$ cat config.mk
export PLATFORM = sky130hd
export DESIGN_NAME = sync_fifo_flags
export DESIGN_NICKNAME = d
export VERILOG_FILES = /design/src/rtl/sync_fifo_flags.sv
export SDC_FILE = /design/constraint.sdc
export NUM_CORES = 1
export LEC_CHECK = 0
export ABC_CLOCK_PERIOD_IN_PS = 3100
export CAP_MARGIN = 30
export CORE_ASPECT_RATIO = 0.7
export CORE_MARGIN = 8
export CORE_UTILIZATION = 54
export DETAILED_ROUTE_END_ITERATION = 7
export MAX_ROUTING_LAYER = met4
export PLACE_DENSITY = 0.76
export SLEW_MARGIN = 20
export SYNTH_ARGS = -nofsm -noshare
export SYNTH_HDL_FRONTEND = slang
export SYNTH_SLANG_ARGS = --single-unit
$ cat constraint.sdc
create_clock -name clk -period 3.1 [get_ports clk]
set_input_delay 0.465 -clock clk [delete_from_list [all_inputs] [get_ports clk]]
set_output_delay 0.465 -clock clk [all_outputs]
set_load 0.02 [all_outputs]
$ cat src/rtl/sync_fifo_flags.sv
// Single-clock FIFO with occupancy count, almost-full/almost-empty thresholds, synchronous flush
// and selectable standard (1-cycle registered read) or first-word-fall-through read mode.
module sync_fifo_flags #(
    parameter int WIDTH     = 8,
    parameter int DEPTH     = 16,
    parameter int AF_THRESH = 14,
    parameter int AE_THRESH = 2,
    parameter int FWFT      = 0
) (
    input  logic                       clk,
    input  logic                       rst,
    input  logic                       clear,
    input  logic                       wr_en,
    input  logic [WIDTH-1:0]           wdata,
    input  logic                       rd_en,
    output logic [WIDTH-1:0]           rdata,
    output logic                       rvalid,
    output logic                       full,
    output logic                       empty,
    output logic                       almost_full,
    output logic                       almost_empty,
    output logic [$clog2(DEPTH+1)-1:0] count,
    output logic                       overflow,
    output logic                       underflow
);
    localparam int PTR_WIDTH = $clog2(DEPTH);
    localparam int CNT_WIDTH = $clog2(DEPTH+1);
    localparam logic [PTR_WIDTH:0] PTR_ONE = 1;
    localparam logic [CNT_WIDTH-1:0] CNT_ONE = 1;

    logic [WIDTH-1:0]     r_mem [DEPTH];
    logic [PTR_WIDTH:0]   r_wptr;
    logic [PTR_WIDTH:0]   r_rptr;
    logic [CNT_WIDTH-1:0] r_count;
    logic                 r_full;
    logic                 r_empty;
    logic                 r_af;
    logic                 r_ae;
    logic                 r_ovf;
    logic                 r_unf;
    logic                 r_rvalid;
    logic [WIDTH-1:0]     r_rdata;

    logic                 w_rd_acc;
    logic                 w_wr_acc;
    logic [CNT_WIDTH-1:0] w_cnt_next;
    logic [PTR_WIDTH-1:0] w_waddr;
    logic [PTR_WIDTH-1:0] w_raddr;

    assign w_waddr = r_wptr[PTR_WIDTH-1:0];
    assign w_raddr = r_rptr[PTR_WIDTH-1:0];

    // A full FIFO still takes a write when a read frees a slot on the same edge.
    always_comb begin
        w_rd_acc   = rd_en && !r_empty && !clear;
        w_wr_acc   = wr_en && (!r_full || w_rd_acc) && !clear;
        w_cnt_next = r_count;
        if (clear) begin
            w_cnt_next = '0;
        end else begin
            case ({w_wr_acc, w_rd_acc})
                2'b10:   w_cnt_next = r_count + CNT_ONE;
                2'b01:   w_cnt_next = r_count - CNT_ONE;
                default: w_cnt_next = r_count;
            endcase
        end
    end

    always_ff @(posedge clk) begin
        if (w_wr_acc) begin
            r_mem[w_waddr] <= wdata;
        end
    end

    always_ff @(posedge clk or posedge rst) begin
        if (rst) begin
            r_wptr   <= '0;
            r_rptr   <= '0;
            r_count  <= '0;
            r_full   <= 1'b0;
            r_empty  <= 1'b1;
            r_af     <= 1'b0;
            r_ae     <= 1'b1;
            r_ovf    <= 1'b0;
            r_unf    <= 1'b0;
            r_rvalid <= 1'b0;
            r_rdata  <= '0;
        end else begin
            r_ovf   <= wr_en && !w_wr_acc && !clear;
            r_unf   <= rd_en && !w_rd_acc && !clear;
            r_count <= w_cnt_next;
            r_full  <= (w_cnt_next == CNT_WIDTH'(DEPTH));
            r_empty <= (w_cnt_next == '0);
            r_af    <= (w_cnt_next >= CNT_WIDTH'(AF_THRESH));
            r_ae    <= (w_cnt_next <= CNT_WIDTH'(AE_THRESH));
            if (clear) begin
                r_wptr   <= '0;
                r_rptr   <= '0;
                r_rvalid <= 1'b0;
            end else begin
                if (w_wr_acc) r_wptr <= r_wptr + PTR_ONE;
                if (w_rd_acc) r_rptr <= r_rptr + PTR_ONE;
                r_rvalid <= w_rd_acc;
                if (w_rd_acc) r_rdata <= r_mem[w_raddr];
            end
        end
    end

    // In FWFT mode the head entry is shown directly; zero while empty so reset/flush read as 0.
    assign rdata        = (FWFT != 0) ? (r_empty ? '0 : r_mem[w_raddr]) : r_rdata;
    assign rvalid       = (FWFT != 0) ? !r_empty : r_rvalid;
    assign full         = r_full;
    assign empty        = r_empty;
    assign almost_full  = r_af;
    assign almost_empty = r_ae;
    assign count        = r_count;
    assign overflow     = r_ovf;
    assign underflow    = r_unf;
endmodule
Yosys cells after proc, flatten, opt, wreduce, memory -nomap -nowiden
Memories as Yosys holds them, arrays and structs flattened. A register that Yosys moved wholly into a read port is not among the register bits.
Index checks and enable logic that the tools add are counted.
{"block": "totals", "regBits": 22, "ramBits": 128, "output_inout_bits": 20, "rom_bits": 0, "latch_bits": 0, "memories": 1}
{"block": "op_classes", "n_mul": 0, "n_div": 0, "n_shift": 0, "bitwise_logic": 1, "n_eq_ne": 3, "mux": 9, "n_reduce_logical": 18, "magnitude_cmp": 2, "add_sub_neg": 4}
{"memory": "r_mem", "words": 16, "word_bits": 8, "rd": 1, "rd_ports_with_merged_regs": 1, "wr": 1, "line": "31", "source": "logic [WIDTH-1:0] r_mem [DEPTH];"}
{"cell": "2-to-1 mux 5 bit", "count": 5}
{"cell": "adder 5 x 1 -> 5 bit (second input constant)", "count": 3}
{"cell": "case mux 5 bit (2 select lines)", "count": 1}
{"cell": "logical AND 1 bit", "count": 8}
{"cell": "== test 5 bit (second input constant)", "count": 1}
{"cell": "greater-or-equal comparator 5 x 4 -> 1 bit (second input constant)", "count": 1}
{"cell": "less-or-equal comparator 5 x 2 -> 1 bit (second input constant)", "count": 1}
{"cell": "logical NOT 1 bit", "count": 5}
{"cell": "logical NOT 5 bit", "count": 1}
{"cell": "subtractor 5 x 1 -> 5 bit (second input constant)", "count": 1}
{"cell": "nonzero test 2 bit", "count": 2}
{"cell": "2-to-1 mux 1 bit", "count": 3}
{"cell": "== test 2 x 1 -> 1 bit (second input constant)", "count": 1}
{"cell": "== test 2 bit (second input constant)", "count": 1}
{"cell": "AND reduction 2 bit", "count": 1}
{"cell": "logical OR 1 bit", "count": 1}
{"cell": "NOT 1 bit", "count": 1}

Logic depth before layout (Yosys ltp)
{"block": "logic_depth", "word_depth": 10, "ltp_mapped": 13, "depth_no_buf": 12}

Worst setup path before layout
OpenSTA, ideal clock, no wires.
{"block": "synth_timing", "path_kind": "register to register", "start": "reg r_empty, in the netlist empty", "end": "reg r_full, in the netlist full", "arrival_time_ns": 3.173, "slack_ns": -0.178, "path_stages_with_launch": 14, "path_buffers": 3, "period_less_slack_ns": 3.278, "setup_time_ns": 0.105, "path_cell_list": "dfstp_2 > or3b_1 > clkbuf_1 > buf_1 > inv_1 > ha_1 > clkbuf_1 > xor2_1 > ha_1 > nor3b_1 > a2111oi_0 > o21ai_0 > xor2_1 > nor4b_1"}
{"block": "synth_between", "elab_chain_cells": 10, "elab_cells_between_ends": 11}
{"item": "start: declaration", "line": "36", "source": "logic r_empty;"}
{"item": "start signal: assignment", "line": "93", "source": "r_empty <= (w_cnt_next == '0);"}
{"item": "logical NOT 1 bit (*)"}
{"item": "logical AND 1 bit (*) (2 in series)", "line": "55", "source": "w_rd_acc = rd_en && !r_empty && !clear;"}
{"item": "logical OR 1 bit", "line": "56", "source": "w_wr_acc = wr_en && (!r_full || w_rd_acc) && !clear;"}
{"item": "logical AND 1 bit (2 in series)", "line": "56"}
{"item": "== test 2 x 1 -> 1 bit / == test 2 bit (equally long branches)", "line": "61", "source": "case ({w_wr_acc, w_rd_acc})"}
{"item": "case mux 5 bit (2 select lines) (*)", "line": "61"}
{"item": "2-to-1 mux 5 bit (*)", "line": "58", "source": "if (clear) begin"}
{"item": "== test 5 bit (*)", "line": "92", "source": "r_full <= (w_cnt_next == CNT_WIDTH'(DEPTH));"}
{"item": "end signal: assignment", "line": "92"}
{"item": "end: declaration", "line": "35", "source": "logic r_full;"}
Mark *: on every way between the ends. The rest lies on a longest branch, timed or not.
A chain may end at the register's enable or synchronous reset.

Worst setup path after layout
{"block": "layout_timing", "start": "in rd_en", "end": "reg r_empty, in the netlist empty"}
{"block": "layout_between", "elab_chain_cells": 9, "elab_cells_between_ends": 10}
{"item": "start: declaration", "line": "15", "source": "input logic rd_en,"}
{"item": "logical AND 1 bit (*) (2 in series)", "line": "55"}
{"item": "logical OR 1 bit", "line": "56"}
{"item": "logical AND 1 bit (2 in series)", "line": "56"}
{"item": "== test 2 x 1 -> 1 bit / == test 2 bit (equally long branches)", "line": "61"}
{"item": "case mux 5 bit (2 select lines) (*)", "line": "61"}
{"item": "2-to-1 mux 5 bit (*)", "line": "58"}
{"item": "logical NOT 5 bit (*)", "line": "93"}
Marked as above.

==> flow_metrics.env <==
export IMPL_cts_buffers=17
export IMPL_synth_async_reset_ratio_pct=17.95
export IMPL_grt_max_degree=33
export IMPL_critPathMaxStageDelay_ns=0.49
export IMPL_worstReg2RegEnd="empty"
export IMPL_syn_area_um2=6421
export IMPL_area_growth_syn_to_layout_pct=19.80
export IMPL_fillCellCount=752
export IMPL_drtIter0Drc=280
export IMPL_critPathLaunchType="input pin"
export IMPL_ys_warn_count=0
export IMPL_cts_max_path_buffers=2
export IMPL_synth_area_leaders="edfxtp_1, dfrtp_1, mux4_1"
export IMPL_cts_tree="done"
export IMPL_postRouteAntennaNets=0
export IMPL_grt_pass1_wl_um=20140
export IMPL_htreeDepth=4
export IMPL_clockRootBuffer="clkbuf_16"
export IMPL_crit_required_ns=3.46
export IMPL_end_kind="flop"
export IMPL_synth_edff_count=128
export IMPL_synth_cell_type_count=43
export IMPL_final_max_slew_violation_count=0
export IMPL_antenna_found_initial=0
export IMPL_nNetsFinal=428
export IMPL_regToRegSetupSlack_ns=0.44
export IMPL_reg2reg_from="empty"
export IMPL_yosysTopAreaCell="edfxtp_1"
export IMPL_synth_top_area_share_pct=59.86
export IMPL_final_cells=577
export IMPL_fin_skew_ns=0.006819
export IMPL_synth_flop_cell="edfxtp_1"
export IMPL_diodes=0
export IMPL_rsz0062_at_grt="no"
export IMPL_die_w_um=146.3
export IMPL_place_congestion=0.8378
export IMPL_synth_most_common_cell="edfxtp_1"
export IMPL_grt_pass1_vias=3468
export IMPL_critical_path_class="in2reg"
export IMPL_power_density_nw_per_um2=664.9
export IMPL_hp_class="in2async"
export IMPL_cp_max_fo=5
export IMPL_cp_data_arrival_time_ns=3.20
export IMPL_dr_pass1_iters=5
export IMPL_setup_viol=0
export IMPL_clock_latency_ns=0.42
export IMPL_post_route_drc_count=0
export IMPL_vias_per_cell=5.939
export IMPL_vdd_ir_drop_max_v=0.0005345
export IMPL_clock_sinks=156
export IMPL_portBuffers=32
export IMPL_synthCells=348
export IMPL_drive_above_1_share_pct=20.48
export IMPL_num_vias=3427
export IMPL_grtUsageTotal_pct=18.02
export IMPL_drt_wirelength_per_cell_um=22.47
export IMPL_hold_viol=0
export IMPL_dieArea_um2=15690
export IMPL_status="complete, no violations"
export IMPL_avgSynthCellArea_um2=18.45
export IMPL_slowest_stage="clkdlybuf4s50_1"
export IMPL_fp_row_count=33
export IMPL_seq_area_frac_synth_pct=70.81
export IMPL_die_h_um=107.2
export IMPL_dpl_hpwl_um=8304
export IMPL_post_route_period_util_pct=91.51
export IMPL_fp_coreArea_um2=11640
export IMPL_initial_core_util_pct=55.15
export IMPL_r2r_cells=12
export IMPL_ys_ff_latch=156
export IMPL_period_minus_slack_ns=2.837
export IMPL_power_leakage_nw=2.692
export IMPL_maxCapViolCount=0
export IMPL_yosys_top_cells_count="edfxtp_1, nor2_1, dfrtp_1"
export IMPL_syn_nets=369
export IMPL_timing_fmax_mhz=352.5
export IMPL_path_cells="clkdlybuf4s50_1 > nor2b_1 > inv_1 > a21oi_2 > inv_1 > ha_1 > xor2_1 > ha_1 > nor3b_1 > a2111oi_1 > o21ai_1 > xor2_2 > a41o_1"
export IMPL_slew_headroom_pct=33.26
export IMPL_dp_cells=545
export IMPL_clkTransAtPathRegs_ns=0.06
export IMPL_io_pins=33
export IMPL_grt_ovfl_total=0
export IMPL_cts_hold_fix_buffers=0
export IMPL_routed_wl_um=12960
export IMPL_worstMarginPinSlew_ns=1.001
export IMPL_worst_hold_slack_ns=0.3816
[per-stage QoR]
step | power [mW] | util [%] | setup slack [ns] | cell area, µm² | TNS (ns)
after global routing | 5.269 | 66.06 | 0.07198 | 7692 | 0
after floorplan | 2.716 | - | 0.0001412 | 6424 | 0
after global placement | 2.922 | 60.43 | -0.1422 | 7037 | -0.5479
after CTS | 5.143 | 65.90 | 0.1433 | 7674 | 0
after detailed placement | 2.940 | 60.43 | -0.2334 | 7037 | -1.016
final | 5.115 | 66.06 | 0.2631 | 7692 | 0
[cells in the final DEF, fill, tap and decap left out, types with 2 or more instances in the layout]
master           instances
edfxtp_1               128
mux2i_1                 10
a21oi_1                  4
clkdlybuf4s50_1         32
xnor2_1                  4
nand2_1                 12
inv_6                    3
nand2b_1                 5
nor2b_1                  2
and3b_1                  2
clkbuf_16               17
mux4_2                  12
nor2_1                  30
a221o_1                  7
xor2_1                   5
clkinvlp_4               2
clkinv_4                 2
inv_1                    9
clkinv_2                 2
dfstp_2                  2
mux2_2                   7
nor3_1                  11
inv_8                    2
a211oi_1                 3
ha_1                     8
bufinv_16                4
buf_4                   26
nand4_1                  2
dfrtp_1                 25
mux4_1                  21
[power by group]
group	switching [mW]	leakage (nW)	total, mW	internal [mW]
combinational	0.251	0.865	0.499	0.248
sequential	0.0568	1.52	2.40	2.34
clock	0.853	0.308	2.22	1.36
total	1.16	2.69	5.11	3.95
[worst max-delay path by stage]
stage	from	to	slack, ns	depth (start not counted)
after floorplan	clear	full	0.0001	13
after global placement	rd_en	empty	-0.14	13
after detailed placement	rd_en	empty	-0.23	13
after CTS	rd_en	empty	0.14	13
after global routing	rd_en	full	0.07	13
final	rd_en	empty	0.26	13
[logic make-up (layout without fill, tap and decap cells)]
group                    count (synthesis)  in the layout  share of synthesized area, %
flip-flops                             156            156                         70.81
XOR/XNOR                                10             10                         1.364
AND/OR/NAND/NOR                         70             70                         5.144
AO/OA/AOI/OAI                           26             26                         3.176
multiplexers                            50             50                         15.59
buffers and inverters                   28            100                         2.358
adder cells (fa/ha/maj)                  8              8                         1.559
[critical path: cells and delay by family]
family	cells	cell delay [ns]
XOR/XNOR	2	0.44
adder cells (fa/ha/maj)	2	0.43
AND/OR/NAND/NOR	2	0.34
buffers and inverters	3	0.63
AO/OA/AOI/OAI	4	0.91
[routing by layer]
layer	routed length (µm)	GRT usage (%)	up-vias	share of wire, %
li1	-	-	1505	-
met1	6103	24.20	1755	47
met2	5755	26.15	146	44
met3	879	4.417	21	6.8
met4	226	7.326	0	1.7
met5	0	-	-	0
[sequential cells by signal, summed over array words and instances (netlist names), 4 cells and up]
signal,cells
r_rptr,4
r_mem,128
r_wptr,4
count,5
rdata,8
[what timing repair did]
action	CTS	global route
gates resized for setup	0	5
endpoints found under the setup margin	0	5
setup buffers	0	0
[final cells by class]
cell class | instances | area, µm² | share of cell area [%]
repair buffers | 59 | 535.5 | 6.962
clock inverters | 15 | 211.5 | 2.749
multi-input cells | 164 | 1742 | 22.64
flip-flops and latches | 156 | 4548 | 59.12
clock buffers | 17 | 425.4 | 5.530
well taps | 157 | 196.4 | 2.554
inverters | 9 | 33.78 | 0.4392
No activity file was read; power rests on OpenSTA's default activity.
